===== config.mk =====
export PLATFORM = sky130hd
export DESIGN_NAME = pio_edge_irq_in
export DESIGN_NICKNAME = d
export VERILOG_FILES = /design/src/rtl/pio_edge_irq_in.sv
export SDC_FILE = /design/constraint.sdc
export NUM_CORES = 1
export LEC_CHECK = 0
export CAP_MARGIN = 5
export CORE_ASPECT_RATIO = 1.5
export CORE_MARGIN = 4
export CORE_UTILIZATION = 37
export CTS_BUF_LIST = sky130_fd_sc_hd__clkbuf_8
export CTS_CLUSTER_DIAMETER = 40
export DETAILED_ROUTE_END_ITERATION = 8
export GPL_ROUTABILITY_DRIVEN = 0
export PLACE_DENSITY = 0.61
export SLEW_MARGIN = 20
export SYNTH_ARGS = -nofsm -noshare
export SYNTH_HDL_FRONTEND = slang
export SYNTH_HIERARCHICAL = 1
export SYNTH_SLANG_ARGS = --single-unit
export TNS_END_PERCENT = 30

===== constraint.sdc =====
create_clock -name clk -period 2 [get_ports clk]
set_input_delay 0.2 -clock clk [delete_from_list [all_inputs] [get_ports clk]]
set_output_delay 0.2 -clock clk [all_outputs]
set_load 0.01 [all_outputs]

===== src/rtl/pio_edge_irq_in.sv =====
// ---------------------------------------------------------------------------
// pio_edge_irq_in -- parallel input port with synchroniser, per-bit debounce
// filter, edge capture and level interrupt.
//
// Ports
//   clk         single clock, all state on rising edge
//   reset_n     synchronous active-low reset
//   address     register word select
//                 0 DATA    (RO, filtered input level)
//                 1 DEBOUNCE(RW, FILT_W bits, cycles a change must persist)
//                 2 IRQMASK (RW, WIDTH bits)
//                 3 EDGECAP (write 1 to clear)
//   chipselect  slave select, qualifies writes only
//   write_n     active-low write strobe
//   writedata   32-bit write data
//   in_port     asynchronous external inputs
//   readdata    registered read data, one cycle after address
//   irq         high while any unmasked capture bit is set
// ---------------------------------------------------------------------------

// Per-bit lane: synchroniser, debounce counter, filtered level and the
// qualified edge event for this bit.
module pio_edge_irq_in_lane #(
    parameter int EDGE_TYPE   = 0,
    parameter int SYNC_STAGES = 2,
    parameter int FILT_W      = 8
) (
    input  logic              clk,
    input  logic              reset_n,
    input  logic              din,
    input  logic [FILT_W-1:0] debounce,
    output logic              filt,
    output logic              edge_evt
);

    logic [SYNC_STAGES-1:0] sync_q;
    logic                   sync;
    logic [FILT_W-1:0]      cnt;
    logic                   upd;

    assign sync = sync_q[SYNC_STAGES-1];

    // Compared against the live DEBOUNCE value, so lowering it releases a
    // bit whose count already exceeds the new threshold on the next edge.
    assign upd = (sync != filt) && (cnt >= debounce);

    // Edge is reported on the same cycle filt takes the new value; the new
    // value is sync, so its polarity tells rising from falling.
    assign edge_evt = upd && ((EDGE_TYPE == 0) ? sync  :
                              (EDGE_TYPE == 1) ? !sync : 1'b1);

    always_ff @(posedge clk) begin
        if (!reset_n) begin
            sync_q <= '0;
            filt   <= 1'b0;
            cnt    <= '0;
        end else begin
            sync_q <= {sync_q[SYNC_STAGES-2:0], din};
            if (sync == filt) begin
                cnt <= '0;
            end else if (upd) begin
                filt <= sync;
                cnt  <= '0;
            end else if (cnt != '1) begin
                // saturate rather than wrap so a long-pending bit stays pending
                cnt <= cnt + FILT_W'(1);
            end
        end
    end

endmodule

module pio_edge_irq_in #(
    parameter int WIDTH       = 8,
    parameter int EDGE_TYPE   = 0,
    parameter int SYNC_STAGES = 2,
    parameter int FILT_W      = 8,
    parameter int FILT_DEF    = 0
) (
    input  logic             clk,
    input  logic             reset_n,
    input  logic [1:0]       address,
    input  logic             chipselect,
    input  logic             write_n,
    input  logic [31:0]      writedata,
    input  logic [WIDTH-1:0] in_port,
    output logic [31:0]      readdata,
    output logic             irq
);

    localparam logic [1:0] A_DATA = 2'd0;
    localparam logic [1:0] A_DEB  = 2'd1;
    localparam logic [1:0] A_MASK = 2'd2;
    localparam logic [1:0] A_CAP  = 2'd3;

    logic              wr;
    logic [FILT_W-1:0] debounce;
    logic [WIDTH-1:0]  irq_mask;
    logic [WIDTH-1:0]  edge_cap;
    logic [WIDTH-1:0]  filt;
    logic [WIDTH-1:0]  edge_evt;
    logic [WIDTH-1:0]  cap_clr;
    logic              wdata_unused;

    assign wr = chipselect && !write_n;

    // Upper writedata bits are ignored when the registers are narrower.
    assign wdata_unused = &{1'b0, writedata};

    genvar gi;
    generate
        for (gi = 0; gi < WIDTH; gi++) begin : g_lane
            pio_edge_irq_in_lane #(
                .EDGE_TYPE  (EDGE_TYPE),
                .SYNC_STAGES(SYNC_STAGES),
                .FILT_W     (FILT_W)
            ) u_lane (
                .clk     (clk),
                .reset_n (reset_n),
                .din     (in_port[gi]),
                .debounce(debounce),
                .filt    (filt[gi]),
                .edge_evt(edge_evt[gi])
            );
        end
    endgenerate

    assign cap_clr = (wr && address == A_CAP) ? writedata[WIDTH-1:0] : '0;

    always_ff @(posedge clk) begin
        if (!reset_n) begin
            debounce <= FILT_W'(FILT_DEF);
            irq_mask <= '0;
            edge_cap <= '0;
        end else begin
            if (wr && address == A_DEB)
                debounce <= writedata[FILT_W-1:0];
            if (wr && address == A_MASK)
                irq_mask <= writedata[WIDTH-1:0];
            // Set wins over clear so an edge coinciding with a clear survives.
            edge_cap <= (edge_cap & ~cap_clr) | edge_evt;
        end
    end

    // Read path loads every cycle regardless of chipselect.
    always_ff @(posedge clk) begin
        if (!reset_n) begin
            readdata <= '0;
        end else begin
            case (address)
                A_DATA:  readdata <= 32'(filt);
                A_DEB:   readdata <= 32'(debounce);
                A_MASK:  readdata <= 32'(irq_mask);
                default: readdata <= 32'(edge_cap);
            endcase
        end
    end

    assign irq = |(edge_cap & irq_mask);

endmodule

==> metrics, run 1 <==
CTS root buf=clkbuf_8; ys flop type=dfxtp_1; CP Class=reg -> reg; fin nets=979; sequential share of the synthesized area=33.6%; cell count after synthesis=about 800; Sink Count=120; share of the synthesized area in the top cell type=33.6%; Yosys top cell by area=dfxtp_1; post-synthesis cell area=7150 um2; post-route ant nets=0; Port Buffers=30; Die ar.=~22000 um2; crit-path cells=buf_4 > inv_1 > ha_1 > a211oi_2 > o21ai_1 > a211o_4 > a311oi_2; routed vias/inst=about 5.0; drt first pass iters=5; Top delay family on crit path=compound AO/OA/AOI/OAI gates; Overall Global Routing Usage=between 10% and 20%; slowest CP cell=a211o_4; CP required=~2300 ps; Max clock buf depth=2; Die Wd=122 um; worst min path class=in -> reg; leak pwr=between 3 and 4 nW; CTS Buf Count=17; worst vdd ir=roughly 290 uV; CTS Hold Bufs=0; Worst Path Buf+Inv=2; hold slack=264 ps; CTS tree=built; initial antenna violation count=0; fin util=roughly 43%; core area=about 19000 um2; largest net degree at the start of global routing=25; critical path arrival=approximately 2300 ps; Crit path largest cell delay=roughly 420 ps; dpl hpwl=around 12000 um; I/O pins=79; number of flops mapped to enable cells by yosys=0; synthesis warning total=6; Starting Density=between 30% and 40%; ant diodes=0; ranking of synthesized cells by area=dfxtp_1 34%, ha_1 13%, mux2i_1 5.6%; fin area=between 8000 and 9000 um2; Yosys reg bits=120; DRC errors left=0; synth unique cells=35; H-tree levels=4; Slew Viols, Final=0; layout cell share with drive strength beyond 1=between 10% and 20%; Max FO, Critical Path=8; Final Cycle Share=between 90% and 100%; vias post-DR=roughly 5700; max-cap violation count=0; status=finished clean; post-synthesis async set-or-reset flop share=0%; vias in the first global route=between 5000 and 6000; clock-pin slew on the worst setup and hold paths=around 70 ps; CP startpoint kind=flip-flop; first-pass GRT wire length=between 20000 and 30000 um; clk_lat worst skew=around 430 ps; post-route clock skew=slightly below 10 ps; Max Clk Rate=about 520 MHz; area grow syn2layout=15.2%; Hold Violations, Final=0; Die Span Y=between 150 and 200 um; pwr dens=roughly 590 nW/um2; Setup crit end kind=flip-flop; postcts setup bufs=0; Avg Inst Size Synth=roughly 9 um2; Congestion Overflow GR=0; Placement Cell Area=roughly 7800 um2; final setup violation count=0; Routed WL=between 15000 and 20000 um; setup TNS=0 ps; DR WL/cell=13.8 um; total power draw=just under 5 mW; total number of placement rows=slightly above 60; Starting DRT DRC Count=283; Tmin final=approximately 1900 ps; RSZ-0062 raised after global routing=true; Fill cells=1924
[cell families (layout without fill, tap and decap cells)]
family	Yosys count	count (layout)	synth area share, %
simple gates	238	238	17.4
compound gates	172	172	18.6
buf+inv	138	182	9.27
flops	120	120	33.6
fa+ha+maj	72	72	12.6
mux	40	40	5.60
xor+xnor	24	24	2.94
other cells	1	24	0.0524
[synth_stat cells (2+ instances only)]
| cell type | n |
|---|---|
| and2_1 | 24 |
| xor2_1 | 16 |
| nor2_1 | 48 |
| o22ai_1 | 8 |
| nand4_1 | 25 |
| buf_6 | 4 |
| and3_1 | 8 |
| nor2b_1 | 8 |
| a21oi_1 | 32 |
| buf_2 | 20 |
| o21ai_0 | 16 |
| nand2_1 | 73 |
| nor3b_1 | 16 |
| a211o_4 | 8 |
| dfxtp_1 | 120 |
| nor3b_2 | 8 |
| nor3_1 | 8 |
| a211oi_2 | 24 |
| a22oi_1 | 4 |
| a31oi_1 | 40 |
| a311oi_2 | 8 |
| inv_1 | 88 |
| ha_1 | 72 |
| xnor2_1 | 8 |
| o21ai_1 | 16 |
| buf_4 | 24 |
| clkbuf_1 | 2 |
| o211ai_1 | 16 |
| nand3_1 | 16 |
| mux2i_1 | 40 |
[layout by cell type, fill, tap and decap left out, types with 25 or more instances in the layout]
master,netlist,final
ha_1,72,72
nor2_1,48,47
nand2_1,73,73
mux2i_1,40,40
buf_4,24,32
a31oi_1,40,40
dfxtp_1,120,119
inv_1,88,94
nand4_1,25,25
clkdlybuf4s50_1,0,29
[tightest hold or removal path, cell delays in order]
cell and delay (ps):
buf_2 260, nand2_1 130, mux2i_1 50
[final timing paths]
kind / startpoint / end / slack (ps) / depth (start not counted)
hold reg to reg: g_lane[7].u_lane/sync_q[0]$_SDFF_PN0_ / g_lane[7].u_lane/sync_q[1]$_SDFF_PN0_ / 430 / 1
setup / recovery: debounce[2]$_SDFFE_PN0P_ / g_lane[6].u_lane/cnt[4]$_SDFFE_PP0P_ / 90 / 7
hold / removal: reset_n / g_lane[5].u_lane/filt$_SDFFE_PN0P_ / 260 / 3
setup reg to reg: debounce[2]$_SDFFE_PN0P_ / g_lane[6].u_lane/cnt[4]$_SDFFE_PP0P_ / 90 / 7
[routing by layer]
metal  vias to the layer above  wire, um  GRT usage (%)
li1                       2912         -              -
met1                      2632      6920           18.0
met2                       120      7830           26.2
met3                        21       547           2.92
met4                         0       274           4.77
met5                         -         0              0
[what timing repair did]
action / 4_1_cts / 5_1_grt
endpoints found under the setup margin: 2 / 10
resized for setup: 1 / 22
pin swaps: 0 / 7
[power by group]
group | total, mW | internal [mW] | switching (mW)
Sequential | 2.47 | 2.43 | 0.0313
Combinational | 0.391 | 0.176 | 0.215
Clock | 1.98 | 1.07 | 0.908
Total | 4.83 | 3.68 | 1.15
[registers in the layout, summed over array words and instances (netlist names)]
signal                count
irq_mask                  8
edge_cap                  8
readdata                  8
debounce                  8
g_lane.u_lane/sync_q     16
g_lane.u_lane/cnt        64
g_lane.u_lane/filt        8
[final cells by class]
cell class / instances / area [um2] / share of cell area [%]
multi-input combinational: 570 / 4260 / 51.7
sequential: 120 / 2400 / 29.2
timing repair buffer: 64 / 576 / 6.99
inverter: 88 / 330 / 4.01
tap: 256 / 320 / 3.89
clock buffer: 21 / 289 / 3.51
clock inverter: 9 / 62.6 / 0.759
[per-stage QoR]
| step | worst slack (ps) | std cells |
|---|---|---|
| finish | 86.2 | 1128 |
| global route | -16.5 | 1128 |
| CTS | 40.9 | 1128 |
| detailed placement | 28.0 | 1098 |
| global placement | 74.6 | 1098 |
| floorplan | 249 | 828 |
No activity file was read; power rests on OpenSTA's default activity.
==> run 2, diff against run 1 <==
Settings changed: CAP_MARGIN 5 to 20, GPL_TIMING_DRIVEN set to 0.
==> run 2 against run 1 <==
- sequential cell count stayed put
- largest cell class unchanged
- utilization hardly changed
- maximum frequency is 0.88% lower
- critical path type unchanged
- clock power hardly changed
- sequential share of layout area is 0.26 points higher
- register-to-register slack worse by 20 ps
- die area stayed put
- first-iteration DRC count is 2.1% lower
- clock skew is 1.7 ps higher
- non-clock buffer count is 15 higher
==> metrics, run 2 (synthesis results as in run 1) <==
drt first pass iters=5 (unchanged); dpl hpwl=11300 um (-3.4%); Slew Viols, Final=0 (unchanged); routed vias/inst=5.02 (-0.48%); Tmin final=1930 ps (+16.9 ps); Sink Count=120 (unchanged); Crit path largest cell delay=450 ps (+30 ps); Max FO, Critical Path=10 (+2); postcts setup bufs=0 (unchanged); CTS tree=built; Die Span Y=178 um (unchanged); final setup violation count=0 (unchanged); CTS Hold Bufs=0 (unchanged); Max Clk Rate=518 MHz (-0.88%); most frequent cells in the layout=112 x dfxtp_1, 90 x inv_1, 73 x nand2_1; initial antenna violation count=0 (unchanged); Max clock buf depth=2 (unchanged); DR WL/cell=13.7 um (-0.54%); post-route clock skew=11.4 ps (+1.73 ps); post-route ant nets=0 (unchanged); Port Buffers=29 (-3.3%); area grow syn2layout=15.3%; CTS Buf Count=17 (unchanged); layout cell share with drive strength beyond 1=16.1% (+1.4 points); H-tree levels=4 (unchanged); ant diodes=0 (unchanged); max-cap violation count=0 (unchanged); Worst Path Buf+Inv=1 (-1); most common cell after layout, fill and taps aside=dfxtp_1; core area=19100 um2 (unchanged); top flop regs=g_lane.u_lane/cnt (64), g_lane.u_lane/sync_q (16); DRC errors left=0 (unchanged); crit-path cells=inv_1 > ha_1 > a211oi_2 > o21ai_1 > a211o_4 > a311oi_2; CTS root buf=clkbuf_8; total power draw=4.81 mW (-0.57%); Setup crit end kind=flip-flop; slowest CP cell=dfxtp_4; CP Class=reg -> reg; CP required=2340 ps (about the same); fin util=43.2% (+0.046 points); Routed WL=15700 um (+0.87%); max reg flops=64 (unchanged); clk_lat worst skew=430 ps (about the same); Max-slew headroom=56.8%; clock-pin slew on the worst setup and hold paths=70 ps (about the same); Overall Global Routing Usage=15.2% (+0.31 points); Fill cells=1964 (+2.1%); vias post-DR=5738 (+0.93%); Die Wd=122 um (unchanged); Final Cycle Share=96.5% (+0.85 points); pwr dens=583 nW/um2 (-0.68%); RSZ-0062 raised after global routing=true; Starting DRT DRC Count=277 (-2.1%); setup TNS=0 ps (unchanged); first-pass GRT wire length=26500 um (+2.4%); worst min path class=in -> reg; vias in the first global route=5622 (+3.3%); Top delay family on crit path=compound AO/OA/AOI/OAI gates; Most flops, register=g_lane.u_lane/cnt; Placement Cell Area=7850 um2 (+0.55%); status=finished clean; I/O pins=79 (unchanged); Setup WS post-layout=69.3 ps (-16.9 ps); Place WS=-185 ps (-213 ps); CP startpoint kind=flip-flop; leak pwr=3.10 nW (+1.7%); Starting Density=37.5% (unchanged); fin nets=994 (+1.5%); worst slew pin tran=~650 ps; largest net degree at the start of global routing=42 (+68%); total number of placement rows=62 (unchanged); Die ar.=21700 um2 (unchanged); fin area=8250 um2 (+0.11%); critical path arrival=2270 ps (about the same); Congestion Overflow GR=0 (unchanged); Hold Violations, Final=0 (unchanged); worst vdd ir=298 uV (+4.6%)
==> run 2: stage by stage <==
stage	instances	hold WS, ps
final	1144	241
after global routing	1144	221
after CTS	1144	214
after detailed placement	1113	420
after global placement	1113	416
after floorplan	828	300
==> run 2: area by class of cell <==
cell class / count / area, um2 / area share [%]
Tap cell: 256 / 320 / 3.88
Clock buffer: 18 / 248 / 3.00
Inverter: 88 / 330 / 4.01
Multi-Input combinational cell: 570 / 4210 / 51.1
Sequential cell: 120 / 2430 / 29.4
Timing Repair Buffer: 29 / 285 / 3.46
Clock inverter: 13 / 90.1 / 1.09
Buffer: 50 / 333 / 4.04
==> run 2: final timing paths <==
path / start / end / slack, ps / depth (start not counted)
worst max-delay path: debounce[2]$_SDFFE_PN0P_ / g_lane[3].u_lane/cnt[4]$_SDFFE_PP0P_ / 70 / 6
worst min-delay path: address[0] / readdata[0]$_SDFF_PN0_ / 240 / 3
worst max register to register: debounce[2]$_SDFFE_PN0P_ / g_lane[3].u_lane/cnt[4]$_SDFFE_PP0P_ / 70 / 6
worst min register to register: g_lane[2].u_lane/sync_q[0]$_SDFF_PN0_ / g_lane[2].u_lane/sync_q[1]$_SDFF_PN0_ / 430 / 1
==> run 2: repair_timing <==
item / 4_1_cts / 5_1_grt
hold endpoints to repair: 0 / 0
gates resized for setup: 9 / 14
gates cloned: 0 / 0
pin swaps: 0 / 0
setup endpoints to repair: 74 / 8
==> run 2: per-layer routing <==
layer | vias up | wire (um) | global-route usage [%]
met5 | - | 0 | 0
met4 | 0 | 252 | 4.49
met3 | 14 | 687 | 3.11
met2 | 102 | 7820 | 26.8
met1 | 2672 | 6950 | 18.5
li1 | 2950 | - | -
==> run 2: worst register-to-register path, stage by stage (launching register included) <==
cell	delay, ps
dfxtp_4	450
inv_1	70
ha_1	330
a211oi_2	220
o21ai_1	150
a211o_4	420
a311oi_2	210
==> run 2: where the power goes <==
part | internal [mW] | switching, mW
Combinational | 0.184 | 0.201
Clock | 0.976 | 0.973
Sequential | 2.43 | 0.0443
Total | 3.59 | 1.22
